`src/rtl/text_console_writer_pkg.sv`:
```
// Shared definitions for the text console writer.
// Holds map geometry, field widths, control codes, blank glyph and FSM states.
package text_console_writer_pkg;

    localparam int COLS   = 80;
    localparam int ROWS   = 60;
    localparam int COL_W  = 7;
    localparam int ROW_W  = 6;
    localparam int ADDR_W = ROW_W + COL_W;

    localparam logic [COL_W-1:0] LAST_COL = COL_W'(COLS - 1);
    localparam logic [ROW_W-1:0] LAST_ROW = ROW_W'(ROWS - 1);

    localparam logic [7:0] BLANK_CHAR = 8'h20;

    localparam logic [7:0] CODE_BS = 8'h08;
    localparam logic [7:0] CODE_LF = 8'h0A;
    localparam logic [7:0] CODE_FF = 8'h0C;
    localparam logic [7:0] CODE_CR = 8'h0D;

    typedef enum logic [1:0] {
        IDLE,
        WRITE_WRAP,
        LINE_CLR,
        SCREEN_CLR
    } state_t;

    // Row after the given one, wrapping from the last row to 0.
    function automatic logic [ROW_W-1:0] next_row(
        input logic [ROW_W-1:0] row
    );
        return (row == LAST_ROW) ? '0 : row + 1'b1;
    endfunction

endpackage

```
`src/rtl/text_console_writer_clear_seq.sv`:
```
// console_clear_seq: row/col sweep that emits blank-fill write addresses.
// Ports: clk, rst, start (pulse), screen (1=full map, 0=one line),
// base_row (line to clear), addr/we (write issued this cycle), done (last one).
module console_clear_seq
    import text_console_writer_pkg::*;
#(
    parameter bit START_ON_RESET = 1'b1
) (
    input  logic              clk,
    input  logic              rst,
    input  logic              start,
    input  logic              screen,
    input  logic [ROW_W-1:0]  base_row,
    output logic [ADDR_W-1:0] addr,
    output logic              we,
    output logic              done
);

    logic             active;
    logic             mode_screen;
    logic [ROW_W-1:0] row;
    logic [COL_W-1:0] col;

    logic             cur_screen;
    logic [ROW_W-1:0] cur_row;
    logic [COL_W-1:0] cur_col;
    logic             last;

    // The start cycle already issues the first address so the owner's
    // registered write port shows it on the very next cycle.
    always_comb begin
        cur_row    = row;
        cur_col    = col;
        cur_screen = mode_screen;
        we         = active;
        if (start) begin
            cur_row    = screen ? '0 : base_row;
            cur_col    = '0;
            cur_screen = screen;
            we         = 1'b1;
        end
        last = (cur_col == LAST_COL) &&
               (!cur_screen || (cur_row == LAST_ROW));
        addr = {cur_row, cur_col};
        done = we && last;
    end

    // row/col always hold the address to issue on the next cycle.
    always_ff @(posedge clk) begin
        if (rst) begin
            active      <= START_ON_RESET;
            mode_screen <= 1'b1;
            row         <= '0;
            col         <= '0;
        end else if (we) begin
            mode_screen <= cur_screen;
            active      <= !last;
            if (cur_col == LAST_COL) begin
                col <= '0;
                row <= cur_row + 1'b1;
            end else begin
                col <= cur_col + 1'b1;
                row <= cur_row;
            end
        end
    end

endmodule

```
`src/rtl/text_console_writer.sv`:
```
// Byte stream to 80x60 character map writer with cursor and control codes.
// Ports: CLK_50M, RST (sync high), char_data/char_valid/char_ready stream in,
// mem_addr/mem_we/mem_data map write port, cursor_col/cursor_row, busy.
module text_console_writer
    import text_console_writer_pkg::*;
#(
    parameter bit CLEAR_ON_RESET = 1'b1
) (
    input  logic              CLK_50M,
    input  logic              RST,
    input  logic [7:0]        char_data,
    input  logic              char_valid,
    output logic              char_ready,
    output logic [ADDR_W-1:0] mem_addr,
    output logic              mem_we,
    output logic [7:0]        mem_data,
    output logic [COL_W-1:0]  cursor_col,
    output logic [ROW_W-1:0]  cursor_row,
    output logic              busy
);

    state_t state;

    logic             accept;
    logic             is_bs;
    logic             is_lf;
    logic             is_ff;
    logic             is_cr;
    logic [ROW_W-1:0] row_inc;
    logic [COL_W-1:0] col_dec;

    logic              seq_start;
    logic              seq_screen;
    logic [ROW_W-1:0]  seq_row;
    logic [ADDR_W-1:0] seq_addr;
    logic              seq_we;
    logic              seq_done;
    logic              done_q;

    assign char_ready = (state == IDLE);
    assign accept     = char_valid && char_ready;

    assign is_bs = (char_data == CODE_BS);
    assign is_lf = (char_data == CODE_LF);
    assign is_ff = (char_data == CODE_FF);
    assign is_cr = (char_data == CODE_CR);

    assign row_inc = next_row(cursor_row);
    assign col_dec = cursor_col - 1'b1;

    // LF/FF start their sweep in the accept cycle; a wrapped printable
    // starts its line clear one cycle later, from WRITE_WRAP, where the
    // cursor already points at the new row.
    assign seq_start  = (accept && (is_lf || is_ff)) ||
                        (state == WRITE_WRAP);
    assign seq_screen = accept && is_ff;
    assign seq_row    = (state == WRITE_WRAP) ? cursor_row : row_inc;

    console_clear_seq #(
        .START_ON_RESET (CLEAR_ON_RESET)
    ) u_clear (
        .clk      (CLK_50M),
        .rst      (RST),
        .start    (seq_start),
        .screen   (seq_screen),
        .base_row (seq_row),
        .addr     (seq_addr),
        .we       (seq_we),
        .done     (seq_done)
    );

    always_ff @(posedge CLK_50M) begin
        if (RST) begin
            state      <= CLEAR_ON_RESET ? SCREEN_CLR : IDLE;
            busy       <= CLEAR_ON_RESET;
            mem_addr   <= '0;
            mem_we     <= 1'b0;
            mem_data   <= '0;
            cursor_col <= '0;
            cursor_row <= '0;
            done_q     <= 1'b0;
        end else begin
            mem_we <= seq_we;
            done_q <= seq_done;
            if (seq_we) begin
                mem_addr <= seq_addr;
                mem_data <= BLANK_CHAR;
            end
            unique case (state)
                IDLE: begin
                    if (char_valid) begin
                        unique case (1'b1)
                            is_bs: begin
                                if (cursor_col != '0) begin
                                    cursor_col <= col_dec;
                                    mem_we     <= 1'b1;
                                    mem_addr   <= {cursor_row, col_dec};
                                    mem_data   <= BLANK_CHAR;
                                end
                            end
                            is_lf: begin
                                cursor_row <= row_inc;
                                state      <= LINE_CLR;
                                busy       <= 1'b1;
                            end
                            is_ff: begin
                                cursor_row <= '0;
                                cursor_col <= '0;
                                state      <= SCREEN_CLR;
                                busy       <= 1'b1;
                            end
                            is_cr: begin
                                cursor_col <= '0;
                            end
                            default: begin
                                mem_we   <= 1'b1;
                                mem_addr <= {cursor_row, cursor_col};
                                mem_data <= char_data;
                                if (cursor_col == LAST_COL) begin
                                    cursor_col <= '0;
                                    cursor_row <= row_inc;
                                    state      <= WRITE_WRAP;
                                end else begin
                                    cursor_col <= cursor_col + 1'b1;
                                end
                            end
                        endcase
                    end
                end
                WRITE_WRAP: begin
                    state <= LINE_CLR;
                    busy  <= 1'b1;
                end
                default: begin
                    // done_q lines up with the final write on the port.
                    if (done_q) begin
                        state <= IDLE;
                        busy  <= 1'b0;
                    end
                end
            endcase
        end
    end

endmodule

```
`config.mk`:
```
export PLATFORM = sky130hd
export DESIGN_NAME = text_console_writer
export DESIGN_NICKNAME = d
export VERILOG_FILES = /design/src/rtl/text_console_writer_pkg.sv /design/src/rtl/text_console_writer_clear_seq.sv /design/src/rtl/text_console_writer.sv
export SDC_FILE = /design/constraint.sdc
export NUM_CORES = 1
export LEC_CHECK = 0
export ABC_AREA = 1
export CELL_PAD_IN_SITES_DETAIL_PLACEMENT = 1
export CELL_PAD_IN_SITES_GLOBAL_PLACEMENT = 2
export CORE_ASPECT_RATIO = 1.1
export CORE_MARGIN = 2
export CORE_UTILIZATION = 30
export CTS_BUF_LIST = sky130_fd_sc_hd__clkbuf_8
export DETAILED_ROUTE_END_ITERATION = 10
export PLACE_DENSITY_LB_ADDON = 0.1
export SYNTH_ARGS = -nofsm -noshare
export SYNTH_HDL_FRONTEND = slang
export SYNTH_SLANG_ARGS = --single-unit
```
`constraint.sdc`:
```
create_clock -name CLK_50M -period 3.9 [get_ports CLK_50M]
set_clock_uncertainty 0.1 [all_clocks]
set_input_delay 0.78 -clock CLK_50M [delete_from_list [all_inputs] [get_ports CLK_50M]]
set_output_delay 0.78 -clock CLK_50M [all_outputs]
set_load 0.02 [all_outputs]
```
==> parameters.txt <==
Parameter                              Value

Die
  Area of the core    10500 um2
  I/O pin count    48
  Row count    39
  Chip height    113 um
  Horizontal die dimension    103 um
  Full die area    11700 um2
  Initial cell density of the core    0.311

Logic synthesis
  Primary flip-flop cell chosen by synthesis mapping    sky130_fd_sc_hd__dfxtp_1
  Synthesized area divided by synthesized cell count    6.72 um2
  Flops & latches, synth    54
  Library cell occupying the most area in the post-synthesis netlist    sky130_fd_sc_hd__dfxtp_1
  Cells taking the most area after synthesis    sky130_fd_sc_hd__dfxtp_1 (33%), sky130_fd_sc_hd__nand2_1 (15%), sky130_fd_sc_hd__a21oi_1 (6.9%), sky130_fd_sc_hd__inv_1 (5.7%), sky130_fd_sc_hd__nand3_1 (5.4%)
  Synth cell types    41
  Synth Cell Area    3270 um2
  Ys async rst share    0
  Number of warnings printed during yosys synthesis    0
  Most instantiated cells after synthesis    sky130_fd_sc_hd__nand2_1 (129), sky130_fd_sc_hd__dfxtp_1 (54), sky130_fd_sc_hd__inv_1 (50)
  Gate count after technology mapping    486
  Sequential fraction of the synthesis area    0.331
  Synthesized netlist net count    503
  Portion of synthesized cell area occupied by the leading cell type    0.331
  Cell with the most instances after synthesis    sky130_fd_sc_hd__nand2_1
  Post-synth EDFFs    0

Place
  Post-DP HPWL    7730 um
  Inst Count DP    662
  Post-detailed-placement cell area    3830 um2
  Final estimated routing congestion in global placement    0.804
  Port-buffer cells    47

Worst setup path
  Slowest CP cell    sky130_fd_sc_hd__clkdlybuf4s50_1
  Ordered cell list for the critical path    clkdlybuf4s50_1 -> inv_1 -> nand2_1 -> nor2_1 -> nand2_2 -> nand2_4 -> nand2_8 -> nand2_8 -> nor2_1 -> ha_1 -> nand2_1 -> inv_1 -> nand4_1 -> nor2_1 -> nand2_1 -> nor2_1 -> nand3_1 -> nand3_1 -> nand2_1 -> inv_1
  Data required time at the worst endpoint    4.08 ns
  Arrival time worst endpoint    3.41 ns
  Critical path endpoint category    register
  Highest cell delay on the worst timing path    0.50 ns
  Class of the most critical setup path    in -> reg
  Maximum fanout encountered on the critical timing path    15
  Kind of start point of the critical path    input pin

STA
  TNS Setup    0 ns
  Slew Limit Headroom    0.632
  Final-report hold violation count    0
  Upper clock frequency limit    310 MHz
  RSZ-0062 raised after global routing    no
  Time the worst path needs with I/O delays and setup    3.23 ns
  Worst-margin pin slew    0.552 ns
  Fin crit share    0.828
  Final Setup Violations    0
  Fin. max-slew vios    0

Power
  Worst supply voltage drop on vdd    120 uV
  Leakage Power    1.72 nW
  Power density normalized to cell area    247 nW/um2

Detailed routing
  Via-per-instance ratio    4.88
  Detailed-route DRC error count    0
  DRT Wirelength    10200 um
  Wire per inst    15.2 um
  Number of nets with antenna violations after routing    0
  First-pass iteration count of the detailed router    4
  Number of DRC markers in iteration 0    92
  Via count of the routed design    3269

GRT
  Met1 GRT Util    0.259
  Wire length of the first global-routing pass    17100 um
  Met2 layer usage reported by global route    0.300
  Remaining Overflow, GRT    0
  Maximum number of pins on one net before global-route repair    33
  Via count of the first global-routing pass    3372
  All-Layer GR Usage    0.185
  Highest-utilization routing layer at the global route stage    met2
  Met3 Resource Use GR    0.0276
  Antenna violations before repair    0

Layout
  Inserted Diodes    0
  Layout-stage area growth over the synthesis result    20.2%
  Layout cells sized above 1    0.0949
  Final-layout fill cell count    1343
  Final non-filler cell total    670
  Final std cell area, no fill    3930 um2
  Number of nets at the end of the flow    543

Clock network
  Hold buffer count at cts    0
  Clock network latency to the later pin of the worst-skew pair    0.33 ns
  Maximum buffer depth of the clock tree    2
  Count of instances resized after the clock tree is built    0
  Total setup buffers inserted after CTS    0
  TritonCTS clock tree    built
  Root Buffer    sky130_fd_sc_hd__clkbuf_8
  Clock sinks    54
  Depth of the CTS H-tree    2
  Clock transition at the registers of the reported paths    0.10 ns
  Number of buffers added by the clock tree synthesis step    5

Min path
  Worst Hold Class    reg -> reg

Run status
  Run status    finished clean

Job
  Max-capacitance violation count    0
-- critical path: cells and delay by family --
family / cells / cell delay, ns
AND/OR/NAND/NOR: 15 / 1.74
adder cells (fa/ha/maj): 1 / 0.19
buffers and inverters: 4 / 0.70
-- flip-flops by register name, indices dropped and copies added, names as in the netlist --
name                 cells
busy                     1
cursor_col               7
cursor_row               6
done_q                   1
mem_addr                13
mem_data                 8
mem_we                   1
state                    2
u_clear.active           1
u_clear.col              7
u_clear.mode_screen      1
u_clear.row              6
-- cell families after synthesis --
family | Yosys count | share of synthesized area
AO/OA/AOI/OAI | 85 | 0.150
XOR/XNOR | 9 | 0.0241
adder cells (fa/ha/maj) | 6 | 0.0230
buffers and inverters | 78 | 0.103
flip-flops | 54 | 0.331
AND/OR/NAND/NOR | 254 | 0.369
-- power breakdown --
group	switching (mW)	internal (mW)	leakage (nW)
combinational	0.0344	0.0237	1.24
sequential	0.00286	0.556	0.437
clock	0.207	0.144	0.0472
-- through the flow --
step / power [mW] / hold WS [ns] / setup WS (ns) / util
floorplan: 0.602 / 0.324 / 1.12 / -
global placement: 0.630 / 0.339 / 0.450 / 0.365
detailed placement: 0.631 / 0.350 / 0.350 / 0.365
CTS: 0.980 / 0.375 / 0.679 / 0.374
global route: 1.01 / 0.399 / 0.308 / 0.374
finish: 0.968 / 0.369 / 0.671 / 0.374
-- layout by cell type (no fill, tap or decap), types with 3 or more instances in the layout --
cell and n:
sky130_fd_sc_hd__nand3_1 35, sky130_fd_sc_hd__nand2_1 129, sky130_fd_sc_hd__o21ai_1 6, sky130_fd_sc_hd__nor2_1 45, sky130_fd_sc_hd__o211ai_1 6, sky130_fd_sc_hd__or2_2 3
sky130_fd_sc_hd__clkdlybuf4s50_1 47, sky130_fd_sc_hd__buf_4 3, sky130_fd_sc_hd__nand2_2 10, sky130_fd_sc_hd__clkbuf_8 6, sky130_fd_sc_hd__a21oi_1 45, sky130_fd_sc_hd__nor2_8 3
sky130_fd_sc_hd__xor2_1 6, sky130_fd_sc_hd__o221ai_1 3, sky130_fd_sc_hd__nor3_1 4, sky130_fd_sc_hd__ha_1 6, sky130_fd_sc_hd__inv_2 10, sky130_fd_sc_hd__inv_1 50
sky130_fd_sc_hd__nand4_1 11, sky130_fd_sc_hd__o21ai_0 12, sky130_fd_sc_hd__dfxtp_1 54, sky130_fd_sc_hd__nor2_4 4, sky130_fd_sc_hd__xnor2_1 3, sky130_fd_sc_hd__nor2_2 5
-- worst paths after layout --
| kind | slack (ns) | cells after the start | endpoint | start |
|---|---|---|---|---|
| max | 0.67 | 20 | u_clear.row[4] | char_data[0] |
| min | 0.37 | 2 | u_clear.col[1] | u_clear.col[1] |
| max reg2reg | 1.39 | 17 | u_clear.row[4] | state[0] |
| min reg2reg | 0.37 | 2 | u_clear.col[1] | u_clear.col[1] |
-- metal layers --
layer | routed length (um) | part of all wire
met5 | 0 | 0
met4 | 94 | 0.0092
met3 | 250 | 0.025
met2 | 4770 | 0.47
met1 | 5050 | 0.50
-- area by class of cell --
type                            count  area (um2)  share of cell area
Multi-Input combinational cell    354        1850               0.471
Sequential cell                    54        1080               0.275
Timing Repair Buffer               50         493               0.126
Inverter                           61         229              0.0583
Tap cell                          143         179              0.0456
Clock buffer                        6        82.6              0.0210
Clock inverter                      2        12.5             0.00319
No activity file was read; power rests on OpenSTA's default activity.
